### config.mk
export PLATFORM = sky130hd
export DESIGN_NAME = ap_mult_pipe
export DESIGN_NICKNAME = d
export VERILOG_FILES = /design/src/rtl/ap_mult_pipe.sv
export SDC_FILE = /design/constraint.sdc
export NUM_CORES = 1
export LEC_CHECK = 0
export BUFFER_PORTS_ARGS = -buffer_cell sky130_fd_sc_hd__buf_2
export CAP_MARGIN = 15
export CORE_MARGIN = 4
export CORE_UTILIZATION = 45
export CTS_CLUSTER_DIAMETER = 150
export DETAILED_ROUTE_END_ITERATION = 16
export MAX_ROUTING_LAYER = met4
export PLACE_DENSITY = 0.69
export SLEW_MARGIN = 20
export SYNTH_ARGS = -nofsm -noshare
export SYNTH_HDL_FRONTEND = slang
export SYNTH_SLANG_ARGS = --single-unit
### constraint.sdc
create_clock -name clk -period 12.5 [get_ports clk]
set_input_delay 1.875 -clock clk [delete_from_list [all_inputs] [get_ports clk]]
set_output_delay 1.875 -clock clk [all_outputs]
set_load 0.1 [all_outputs]
### src/rtl/ap_mult_pipe.sv
// Three-stage streaming approximate multiplier: OR-compressed low columns below k_eff,
// exact carry-save reduction (Baugh-Wooley in signed mode) for the remaining columns.
module ap_mult_pipe #(
  parameter int N     = 8,
  parameter int K_MAX = 6,
  parameter int KW    = 3
) (
  input  logic            clk,
  input  logic            rst_n,
  input  logic            in_valid,
  output logic            in_ready,
  input  logic [N-1:0]    a,
  input  logic [N-1:0]    b,
  input  logic            is_signed,
  input  logic [KW-1:0]   k_sel,
  output logic            out_valid,
  input  logic            out_ready,
  output logic [2*N-1:0]  res,
  output logic [KW-1:0]   res_k
);

  localparam int W = 2 * N;
  localparam logic [KW-1:0] K_MAX_L = KW'(K_MAX);

  logic            en;
  logic [KW-1:0]   k_eff;

  logic [N-1:0]    a_s1_reg, b_s1_reg;
  logic            sgn_s1_reg, v_s1_reg;
  logic [KW-1:0]   k_s1_reg;

  logic [N-1:0]    pp_bits [N];
  logic [W-1:0]    pp_row  [N];
  logic [W-1:0]    const_row, exact_mask;
  logic [W-1:0]    sum_next, carry_next, approx_next;

  logic [W-1:0]    sum_s2_reg, carry_s2_reg, approx_s2_reg;
  logic [KW-1:0]   k_s2_reg;
  logic            v_s2_reg;

  // The whole pipeline advances together; a stalled output freezes every stage.
  assign en       = !out_valid || out_ready;
  assign in_ready = en;
  assign k_eff    = (k_sel > K_MAX_L) ? K_MAX_L : k_sel;

  always_ff @(posedge clk or negedge rst_n) begin
    if (!rst_n) begin
      v_s1_reg   <= 1'b0;
      a_s1_reg   <= '0;
      b_s1_reg   <= '0;
      sgn_s1_reg <= 1'b0;
      k_s1_reg   <= '0;
    end else if (en) begin
      v_s1_reg   <= in_valid;
      a_s1_reg   <= a;
      b_s1_reg   <= b;
      sgn_s1_reg <= is_signed;
      k_s1_reg   <= k_eff;
    end
  end

  // Row gi holds a[gj] & b[gi] at column gi+gj; Baugh-Wooley flips terms touching one sign bit.
  for (genvar gi = 0; gi < N; gi++) begin : g_row
    for (genvar gj = 0; gj < N; gj++) begin : g_col
      localparam bit FLIP = ((gi == N - 1) != (gj == N - 1));
      assign pp_bits[gi][gj] = (a_s1_reg[gj] & b_s1_reg[gi]) ^ (sgn_s1_reg & FLIP);
    end
    assign pp_row[gi] = W'(pp_bits[gi]) << gi;
  end

  assign const_row  = sgn_s1_reg ? ((W'(1) << N) | (W'(1) << (W - 1))) : '0;
  assign exact_mask = {W{1'b1}} << k_s1_reg;

  function automatic logic [2*W-1:0] csa(input logic [W-1:0] s, input logic [W-1:0] c,
                                         input logic [W-1:0] x);
    return {s ^ c ^ x, ((s & c) | (s & x) | (c & x)) << 1};
  endfunction

  // Masked rows feed a carry-save chain, so carries only ever move upward from column k_eff.
  always_comb begin
    sum_next    = '0;
    carry_next  = '0;
    approx_next = '0;
    for (int r = 0; r < N; r++) begin
      approx_next = approx_next | (pp_row[r] & ~exact_mask);
      {sum_next, carry_next} = csa(sum_next, carry_next, pp_row[r] & exact_mask);
    end
    {sum_next, carry_next} = csa(sum_next, carry_next, const_row);
  end

  always_ff @(posedge clk or negedge rst_n) begin
    if (!rst_n) begin
      v_s2_reg      <= 1'b0;
      sum_s2_reg    <= '0;
      carry_s2_reg  <= '0;
      approx_s2_reg <= '0;
      k_s2_reg      <= '0;
    end else if (en) begin
      v_s2_reg      <= v_s1_reg;
      sum_s2_reg    <= sum_next;
      carry_s2_reg  <= carry_next;
      approx_s2_reg <= approx_next;
      k_s2_reg      <= k_s1_reg;
    end
  end

  always_ff @(posedge clk or negedge rst_n) begin
    if (!rst_n) begin
      out_valid <= 1'b0;
      res       <= '0;
      res_k     <= '0;
    end else if (en) begin
      out_valid <= v_s2_reg;
      res       <= (sum_s2_reg + carry_s2_reg) | approx_s2_reg;
      res_k     <= k_s2_reg;
    end
  end

endmodule

Yosys cells after proc, flatten, opt, wreduce, memory -nomap -nowiden
Cells that the tools add are included.

storage, ports and cells
  flip-flop bits (word level) = 92
  bits of input ports = 24
  output and inout bits = 21
  word-level logic and storage cells = 174

operators by class
  $add $sub $neg = 1
  $lt $le $gt $ge = 1
  shift-type cells = 1
  mux-type cells = 2
  bitwise operators = 154
  reduce and logical (&&, ||, !) cells = 2

operators with widths
  operator                                               count
  AND 15 bit                                             22
  XOR 16 bit                                             15
  bitwise OR 15 bit                                      14
  bitwise OR 16 bit                                      8
  AND 1 bit                                              64
  AND 10 x 16 -> 16 bit                                  2
  AND 11 x 16 -> 16 bit                                  2
  AND 12 x 16 -> 16 bit                                  2
  AND 13 x 16 -> 16 bit                                  2
  AND 14 x 16 -> 16 bit                                  2
  AND 15 x 16 -> 16 bit                                  2
  AND 8 x 16 -> 16 bit                                   2
  AND 9 x 16 -> 16 bit                                   2
  adder 16 bit                                           1
  2-to-1 mux 16 bit                                      1
  NOT 16 bit                                             1
  left shift 16 x 3 -> 16 bit (first input constant)     1
  XOR 1 bit                                              14
  greater-than comparator 3 bit (second input constant)  1
  2-to-1 mux 3 bit                                       1
  zero test 1 bit                                        1
  logical OR 1 bit                                       1

Longest topological paths before layout
Gate-level depths: netlist of the first run.

  depth in word-level cells = 25
  mapped depth = 19
  gate-level depth less buffers = 18

Least setup slack after synthesis of the first run
OpenSTA, ideal clock, no wires.

  path type = register to register
  start point = register b_s1_reg[0]
  end point = register sum_s2_reg[8]
  setup time = 147 ps
  arrival time = 4,524 ps
  slack = 7,829 ps
  stages on the path, launching flop included = 16
  clock period less this slack = 4,671 ps
  cells stage by stage = dfrtp_1 > clkbuf_1 > nand2_1 > xnor2_1 > ha_1 > inv_1 > fa_1 > fa_1 > fa_1 > fa_1 > inv_1 > fa_1 > inv_1 > fa_1 > fa_1 > a21oi_1

between the ends
  word-level cells in the longest chain between the ends = 23
  elaborated cells on any way between the ends = 55
  classes of those cells = bitwise (55)

RTL lines
  item                                      line  RTL
  start: declaration                        28    logic [N-1:0] a_s1_reg, b_s1_reg;
  start signal: assignment                  50    b_s1_reg <= '0;
  start signal: assignment                  56    b_s1_reg <= b;
  AND 1 bit                                 66    assign pp_bits[gi][gj] = (a_s1_reg[gj] & b_s1_reg[gi]) ^ (sgn_s1_reg & FLIP);
  AND 8 x 16 -> 16 bit *                    86    {sum_next, carry_next} = csa(sum_next, carry_next, pp_row[r] & exact_mask);
  XOR 16 bit or AND 15 bit (tied branches)  76    return {s ^ c ^ x, ((s & c) | (s & x) | (c & x)) << 1};
  AND 15 bit                                76
  bitwise OR 15 bit (2 in a row)            76
  AND 15 bit                                76
  bitwise OR 15 bit (2 in a row)            76
  AND 15 bit                                76
  bitwise OR 15 bit (2 in a row)            76
  AND 15 bit                                76
  bitwise OR 15 bit (2 in a row)            76
  AND 15 bit                                76
  bitwise OR 15 bit (2 in a row)            76
  AND 15 bit                                76
  bitwise OR 15 bit (2 in a row)            76
  XOR 16 bit * (2 in a row)                 76
  end signal: assignment                    100   sum_s2_reg <= sum_next;
  end: declaration                          37    logic [W-1:0] sum_s2_reg, carry_s2_reg, approx_s2_reg;

Mark *: on every way between the ends. The rest lies on a longest branch, timed or not.
A chain may end at the register's enable or synchronous reset.

Final worst setup path of the first run
  start point = input out_ready
  end point = output in_ready

between the ends
  word-level cells in the longest chain between the ends = 1

RTL lines
  item                line  RTL
  start: declaration  17    input logic out_ready,
  logical OR 1 bit    42    assign en = !out_valid || out_ready;
  end: declaration    11    output logic in_ready,

Every way passes these cells.

==> results of run 1 <==
==> worst min-delay path: cells and delay by family, from the launching register on <==
| family | cells | cell delay [ns] |
|---|---|---|
| AND/OR/NAND/NOR | 2 | 0.10 |
| flip-flops | 1 | 0.34 |
==> through the flow <==
step	utilization, %	instance area, um2	hold slack, ns	worst slack [ns]	std cells
after global routing	50.86	5345	0.4907	6.884	718
final	50.86	5345	0.4634	7.043	718
after CTS	50.86	5345	0.4676	7.025	718
after floorplan	-	4941	0.4300	7.829	556
after detailed placement	49.08	5157	0.4511	7.025	702
after global placement	49.08	5157	0.4445	7.029	702
==> logic make-up (layout without fill, tap and decap cells) <==
logic type               after synthesis  in the layout  synth area share [%]
AND/OR/NAND/NOR                      256            256                 21.45
buffers and inverters                 93            119                 8.281
flip-flops                            75             75                 37.98
adder cells (fa/ha/maj)               63             63                 22.64
AO/OA/AOI/OAI                         52             52                 6.635
XOR/XNOR                              17             17                 3.014
==> area by class of cell <==
| type | count | area [um2] | share of cell area [%] |
|---|---|---|---|
| multi-input cells | 388 | 2660 | 49.77 |
| inverters | 58 | 220.2 | 4.120 |
| clock buffers | 11 | 151.4 | 2.832 |
| flip-flops and latches | 75 | 1877 | 35.11 |
| clock inverters | 5 | 36.28 | 0.6788 |
| well taps | 136 | 170.2 | 3.184 |
| repair buffers | 45 | 230.2 | 4.307 |
==> cell usage after synthesis <==
| cell | count | area share, % |
|---|---|---|
| inv_1 | 56 | 4.3 |
| a222oi_1 | 3 | 0.61 |
| ha_1 | 19 | 4.8 |
| a211oi_1 | 1 | 0.15 |
| or2_2 | 1 | 0.13 |
| xnor2_1 | 14 | 2.5 |
| o21ai_1 | 6 | 0.61 |
| dfrtp_1 | 75 | 38 |
| nand2_1 | 196 | 15 |
| a22oi_1 | 5 | 0.76 |
| fa_1 | 44 | 18 |
| a221oi_1 | 1 | 0.18 |
| and2b_1 | 1 | 0.15 |
| nand4_1 | 2 | 0.25 |
| nor2b_2 | 1 | 0.18 |
| o31ai_1 | 3 | 0.46 |
| nand3_1 | 13 | 1.3 |
| a31oi_1 | 2 | 0.25 |
| buf_4 | 4 | 0.61 |
| nand2b_1 | 1 | 0.13 |
| a21o_1 | 5 | 0.76 |
| clkbuf_1 | 7 | 0.53 |
| and3_1 | 13 | 1.6 |
| a21oi_1 | 13 | 1.3 |
| a22o_1 | 1 | 0.18 |
| xor2_1 | 3 | 0.53 |
| a311oi_1 | 1 | 0.18 |
| buf_2 | 22 | 2.2 |
| and2_1 | 6 | 0.76 |
| nor4b_1 | 1 | 0.18 |
| buf_6 | 2 | 0.46 |
| nor2_1 | 16 | 1.2 |
| inv_4 | 1 | 0.13 |
| nor3_2 | 1 | 0.20 |
| o21ai_0 | 10 | 1.0 |
| inv_2 | 1 | 0.076 |
| o2111ai_1 | 1 | 0.18 |
| nor3_1 | 4 | 0.41 |
==> worst max path at each step <==
stage,end,slack [ns],cells after the start,startpoint
after floorplan,sum_s2_reg[8],7.83,15,b_s1_reg[0]
after detailed placement,in_ready,7.02,5,out_ready
final,in_ready,7.04,5,out_ready
after global routing,in_ready,6.88,5,out_ready
after global placement,in_ready,7.03,5,out_ready
after CTS,in_ready,7.03,5,out_ready
==> routing by layer <==
| metal | share of wire (%) | track usage, % |
|---|---|---|
| met2 | 46 | 25.24 |
| met3 | 4.4 | 3.316 |
| met4 | 1.4 | 5.048 |
| met5 | 0 | - |
| met1 | 49 | 23.13 |
==> results.cfg, run 1 <==
[global_routing]
grt_max_degree = 82
grt_pass1_wl_um = 17220
grt_pass1_vias = 3776
grt.overflow.total = 0
grt_antenna_before_repair = 0
track_usage_pct = 16.76

[cts]
hold_buffers = 0
clk_path_buf_depth = 2
post_cts_buffers = 0
cts_tree = built
cts_buffers = 9
htree_levels = 3
clk_pin_slew_ns = 0.07
clk_latency_ns = 0.35
clock_sinks = 75
cts_root_buffer = clkbuf_8
post_cts_resize_count = 0

[min_path]
min_from = res[6]
holdCritPathClass = reg2reg
whs_path_depth = 2
min_to = res[6]

[floorplanning]
die_area_um2 = 12720
die_y_um = 112.8
design.core.area_um2 = 10510
rows = 37
initial_core_util_pct = 47.02
die_w_um = 112.8
ios = 45

[yosys]
yosysWarningCount = 0
syn_inst = 556
syn_avg_cell_area_um2 = 8.887
synth_cell_types = 38
ys_seq_area_share_pct = 37.98
syn_nets = 643
syn_area_um2 = 4941
synth-seq-cells = 75

[finish]
final_cell_mix = nand2_1 (196), dfrtp_1 (75), inv_1 (56)
fillCellCount = 1000
syn_to_final_growth_pct = 8.179
drive_gt1_share_pct = 11.34
final_common_cell = nand2_1
antenna_cells = 0
fin_nets = 664

[worst_setup_path]
rr_endpoint = sum_s2_reg[8]
r2r_cells = 16
cp_cell_sequence = buf_2 -> nor2b_4 -> buf_4 -> inv_4 -> buf_2
cp_top_family = buffers and inverters
reg2reg_from = k_s1_reg[2]
critPathArrivalTime_ns = 3.58
max_stage_delay_ns = 0.57
path_buf_inv = 4
cp_data_required_time_ns = 10.62
reg2reg_slack_ns = 7.39
setup.worst_path.start_class = input port
crit_path_frequent_cell = buf_2
cp_max_fo = 81
critPathSlowestCell = buf_4
critPathCaptureType = output pin
path_class = in2out

[timing]
worst_slew_pin_slew_ns = 0.9222
rsz0062_at_grt = false
relSlewSlack_pct = 38.52
report.final.slew_viol_count = 0
finalCriticalPeriod_ns = 5.457
hold_viol = 0
fin_skew_ns = 0.01091
setup_tns_ns = 0
fin_crit_sh_pct = 43.66
fmax_mhz = 183.2
final-setup-viol-count = 0

[placement]
portBuffers = 44
gp_congestion = 0.8272
place_hpwl_um = 6474

[route]
wire_per_inst_um = 12.96
via_per_inst = 5.000
post-route-drc-count = 0
routed-via-count = 3590
antenna_left = 0
totalWireLength_um = 9302
drt-pass1-iter-count = 5
drtIter0Drc = 229

[status]
status = finished clean

[job]
max-cap-violations = 0
Power of run 1 is not shown: default switching activity piles up to over one toggle a cycle in this logic, so the estimate is an artifact.
==> inputs of run 2 (changes only) <==
Clock period 12.5 ns to 5.1 ns, I/O delays scaled along.
==> run 2 against run 1 <==
  * Final cell count rose by 0.56%
  * Highest routed layer unchanged
  * Worst setup slack got worse by 6.7 ns
  * Critical path depth rose by 11
  * Via count fell by 0.25%
  * First-iteration DRC count fell by 16%
  * Count of clock-buffer cells in the layout fell by 1
  * Cell area rose by 1.2%
  * Global-route usage rose by 0.20 points
  * Register-to-register slack got worse by 7.1 ns
  * Critical path type is now reg2reg
  * Flip-flop and latch count did not move
==> results.cfg, run 2 (same netlist as run 1, synthesis figures left out) <==
[timing]
finalCriticalPeriod_ns = 4.788
fin_crit_sh_pct = 93.88
fmax_mhz = 208.9
timing.final.ws_setup_ns = 0.3122
fin_skew_ns = 0.01007
hold_viol = 0
worst_slew_pin_slew_ns = 0.9284
setup_tns_ns = 0
rsz0062_at_grt = false
relSlewSlack_pct = 38.11
report.final.slew_viol_count = 0
final-setup-viol-count = 0

[floorplanning]
initial_core_util_pct = 47.02
ios = 45
die_area_um2 = 12720
rows = 37
die_y_um = 112.8
die_w_um = 112.8
design.core.area_um2 = 10510

[global_routing]
grt_pass1_wl_um = 17390
grt_antenna_before_repair = 0
grt_pass1_vias = 3822
grt.overflow.total = 0
grt_max_degree = 82
track_usage_pct = 16.96

[finish]
area.sequential_um2 = 1878
design_area_um2 = 5408
fin_nets = 669
final_common_cell = nand2_1
antenna_cells = 0
syn_to_final_growth_pct = 9.445
final_cell_count_no_fill = 722
fillCellCount = 1018
drive_gt1_share_pct = 12.12
final_cell_mix = nand2_1 (196), dfrtp_1 (74), inv_1 (56)
multi_input_area_um2 = 2665

[worst_setup_path]
critPathCaptureType = flop
r2r_cells = 16
path_class = reg2reg
worstSetupStartpoint = k_s1_reg[1]
cp_cell_sequence = o21ai_1 -> and3_1 -> ha_1 -> inv_1 -> fa_1 -> inv_1 -> fa_1 -> fa_1 -> inv_1 -> fa_1 -> fa_1 -> inv_1 -> fa_1 -> inv_1 -> fa_1 -> a21oi_1
cp_data_required_time_ns = 5.38
max_stage_delay_ns = 0.52
critPathArrivalTime_ns = 5.07
cp_top_family = adder cells
endpoint = sum_s2_reg[8]
cp.depth = 16
rr_endpoint = sum_s2_reg[8]
critPathSlowestCell = fa_1
reg2reg_slack_ns = 0.31
path_buf_inv = 5
setup.worst_path.start_class = flop
reg2reg_from = k_s1_reg[1]
cp_max_fo = 10
crit_path_frequent_cell = fa_1

[cts]
cts_root_buffer = clkbuf_8
cts_tree = built
clk_path_buf_depth = 2
htree_levels = 3
clk_pin_slew_ns = 0.07
clk_latency_ns = 0.36
cts_buffers = 9
clock_sinks = 75

[route]
antenna_left = 0
via_per_inst = 4.960
routed-via-count = 3581
drtIter0Drc = 192
drt-pass1-iter-count = 4
wire_per_inst_um = 12.78
post-route-drc-count = 0
totalWireLength_um = 9226

[placement]
gp_congestion = 0.8511
portBuffers = 44
dpl_cell_area_um2 = 5195
post-place-cells = 707
place_hpwl_um = 6546
place_worst_setup_slack_ns = 0.1245

[min_path]
holdCritPathClass = reg2reg

[status]
status = finished clean

[job]
max-cap-violations = 0
## run 2: changes by cell type in the layout (fill, tap and decap cells not counted), sizes merged
cell,previous run,this run
clkbuf,11,10
bufinv,0,2
inv,59,58
clkinv,1,3
buf,45,50
clkinvlp,3,0
## run 2: area by class of cell
| cell class | count | share of cell area (%) |
|---|---|---|
| multi-input combinational | 388 | 49.28 |
| clock buffer | 10 | 2.360 |
| timing repair buffer | 50 | 4.951 |
| inverter | 58 | 4.072 |
| clock inverter | 5 | 1.458 |
| tap | 136 | 3.147 |
| sequential | 75 | 34.73 |
## run 2: worst min-delay path by stage
stage | cells past startpoint | slack, ns | startpoint | to
after floorplan | 2 | 0.43 | v_s2_reg | v_s2_reg
after global routing | 1 | 0.49 | v_s2_reg | out_valid
final | 2 | 0.46 | v_s2_reg | v_s2_reg
after CTS | 2 | 0.47 | v_s2_reg | v_s2_reg
after detailed placement | 2 | 0.45 | v_s2_reg | v_s2_reg
after global placement | 2 | 0.44 | res[1] | res[1]
## run 2: layer usage
metal / up-vias / track usage (%) / wire [um]
li1: 1779 / - / -
met1: 1731 / 22.76 / 4557
met2: 59 / 26.42 / 4095
met4: 0 / 5.128 / 140
met3: 12 / 3.155 / 433
met5: - / - / 0
## run 2: stage by stage
step	hold slack (ns)	util (%)
2_1_floorplan	0.4300	-
3_3_place_gp	0.4438	49.43
3_5_place_dp	0.4516	49.43
4_1_cts	0.4691	51.40
5_1_grt	0.4903	51.46
6_report	0.4626	51.46
## run 2: worst register-to-register path: stages (launching register included)
cell	delay (ns)
dfrtp_2	0.47
o21ai_1	0.35
and3_1	0.21
ha_1	0.14
inv_1	0.05
fa_1	0.49
inv_1	0.05
fa_1	0.39
fa_1	0.52
inv_1	0.05
fa_1	0.40
fa_1	0.52
inv_1	0.06
fa_1	0.41
inv_1	0.08
fa_1	0.41
a21oi_1	0.13
## run 2: what timing repair did
action                                  in CTS  in global routing
hold buffers                                 0                  0
endpoints found under the setup margin       0                  1
gates resized for setup                      0                  2
hold endpoints to repair                     0                  0
buffers inserted                             0                  0
Power of run 2 is left out for the same reason.
==> inputs of run 3 (changes only) <==
Settings changed: ABC_AREA set to 1.
==> run 3 against run 2 <==
  * Synthesized cell count rose by 12%
  * Die area rose by 2.1%
  * Clock skew fell by 0.0053 ns
  * Count of clock-buffer cells in the layout did not move
  * Utilization rose by 0.086 points
  * Area after synthesis rose by 2.3%
  * Critical path type unchanged
  * Critical endpoint unchanged
  * Final cell count rose by 10%
  * Via count rose by 8.6%
==> results.cfg, run 3 <==
[floorplanning]
die_w_um = 114.0
die_area_um2 = 12990
ios = 45
initial_core_util_pct = 46.20
die_y_um = 114.0
rows = 38
design.core.area_um2 = 10940

[yosys]
ys_seq_area_share_pct = 37.15
synth.area.top_cells = dfrtp_1 (37%), nand2_1 (18%), fa_1 (17%)
synth-xor-area-share_pct = 2.600
synth_compound_area_share_pct = 4.235
syn_avg_cell_area_um2 = 8.149
synth_fa_ha_area_share_pct = 22.14
synth.most_common_cell = nand2_1
synth_cell_types = 26
synth-async-reset-ratio_pct = 100.0
synthSimpleGateAreaFrac_pct = 23.45
yosysWarningCount = 0
synth_top_area_share_pct = 37.15
synth_edf_count = 0
syn_nets = 707
synth_flop_cell = dfrtp_1
netlist_top_cells_count = nand2_1 (236), inv_1 (91), dfrtp_1 (75), fa_1 (44), o21ai_0 (33)
synth_top_family_by_area = simple AND/OR/NAND/NOR gates
synth_top_cell_by_area = dfrtp_1
synth-seq-cells = 75
syn_inst = 620
syn_area_um2 = 5052
synthMuxAreaShare_pct = 0

[job]
max-cap-violations = 0

[finish]
final_common_cell = nand2_1
antenna_cells = 0
drive_gt1_share_pct = 11.60
fin_nets = 737
final_cell_mix = nand2_1 (235), inv_1 (90), dfrtp_1 (74)
syn_to_final_growth_pct = 11.57

[worst_setup_path]
cp_data_required_time_ns = 5.29
max_stage_delay_ns = 0.57
path_class = reg2reg
cp_cell_sequence = nand2_1 -> xor2_1 -> ha_1 -> inv_1 -> fa_1 -> fa_1 -> fa_1 -> fa_1 -> inv_1 -> fa_1 -> inv_1 -> fa_1 -> fa_1 -> o21ai_0
cp_max_fo = 10
reg2reg_slack_ns = 0.28
setup.worst_path.start_class = flop
critPathSlowestCell = dfrtp_1
critPathCaptureType = flop
critPathArrivalTime_ns = 5.01
crit_path_frequent_cell = fa_1

[timing]
report.final.slew_viol_count = 0
setup_tns_ns = 0
finalCriticalPeriod_ns = 4.818
fmax_mhz = 207.6
worst_slew_pin_slew_ns = 0.9378
rsz0062_at_grt = false
relSlewSlack_pct = 37.48
fin_crit_sh_pct = 94.46
final-setup-viol-count = 0
fin_skew_ns = 0.004766
hold_viol = 0

[global_routing]
grt.overflow.total = 0
grt_pass1_vias = 3982
track_usage_pct = 17.65
grt_pass1_wl_um = 18000
grt_max_degree = 88
grt_antenna_before_repair = 0

[route]
drt-pass1-iter-count = 4
antenna_left = 0
totalWireLength_um = 10100
wire_per_inst_um = 12.71
post-route-drc-count = 0
via_per_inst = 4.893
routed-via-count = 3890
drtIter0Drc = 227

[cts]
clk_path_buf_depth = 2
cts_root_buffer = clkbuf_16
clk_latency_ns = 0.34
post_cts_resize_count = 0
clk_pin_slew_ns = 0.06
cts_buffers = 9
post_cts_buffers = 0
htree_levels = 3
hold_buffers = 0
cts_tree = built
clock_sinks = 75

[placement]
gp_congestion = 0.8647
place_hpwl_um = 7076
portBuffers = 44

[min_path]
holdCritPathClass = reg2reg

[status]
status = finished clean
## run 3: cell count changes after synthesis, moves of 12 or more
cell,before,now
nand2_1,196,236
xnor2_1,14,1
inv_1,56,91
nor2_1,16,28
and3_1,13,0
nand3_1,13,29
o21ai_0,10,33
## run 3: layer usage
metal	wire, um	track usage, %	vias to the layer above	share of wire (%)
met4	210	7.205	0	2.1
met1	4464	21.80	1880	44
li1	-	-	1915	-
met2	5019	28.77	76	50
met5	0	-	-	0
met3	408	3.183	19	4.0
## run 3: cell families (layout without fill, tap and decap cells)
kind of cell | after synthesis | in the layout
buf+inv | 126 | 161
simple gates | 300 | 300
compound gates | 41 | 41
xor+xnor | 15 | 15
flops | 75 | 75
fa+ha+maj | 63 | 63
## run 3: worst paths after layout
path / startpoint / endpoint / depth (start not counted)
worst max-delay path: b_s1_reg[0] / sum_s2_reg[8] / 14
worst min-delay path: v_s2_reg / out_valid / 2
worst max register to register: b_s1_reg[0] / sum_s2_reg[8] / 14
worst min register to register: v_s2_reg / out_valid / 2
max in group asynchronous: rst_n / k_s1_reg[2] / 1
min in group asynchronous: rst_n / out_valid / 1
## run 3: final cells by class
| type | instances | area (um2) |
|---|---|---|
| fillers | 1082 | 5299 |
| multi-input cells | 419 | 2651 |
| flip-flops and latches | 75 | 1878 |
| inverters | 94 | 352.8 |
| repair buffers | 51 | 275.3 |
| clock buffers | 10 | 239.0 |
| well taps | 140 | 175.2 |
| clock inverters | 6 | 65.06 |
## run 3: critical path: cells and delay by family (launching register included)
family,cells,cell delay [ns]
AOI/OAI and AO/OA,1,0.08
xor gates and xnor gates,1,0.16
adders and majority gates,8,3.61
buffers and inverters,3,0.16
DFF,1,0.57
and+or+nand+nor,1,0.11
## run 3: per-stage QoR
| stage | setup slack, ns | hold WS (ns) | std cells | utilization, % | instance area (um2) |
|---|---|---|---|---|---|
| 2_1_floorplan | 0.4513 | 0.4198 | 620 | - | 5052 |
| 3_3_place_gp | 0.3162 | 0.4344 | 779 | 48.73 | 5329 |
| 3_5_place_dp | 0.1573 | 0.4562 | 779 | 48.73 | 5329 |
| 4_1_cts | 0.1510 | 0.4707 | 795 | 51.51 | 5633 |
| 5_1_grt | 0.03513 | 0.4996 | 795 | 51.54 | 5637 |
| 6_report | 0.2823 | 0.4575 | 795 | 51.54 | 5637 |
Power of run 3 is left out for the same reason.
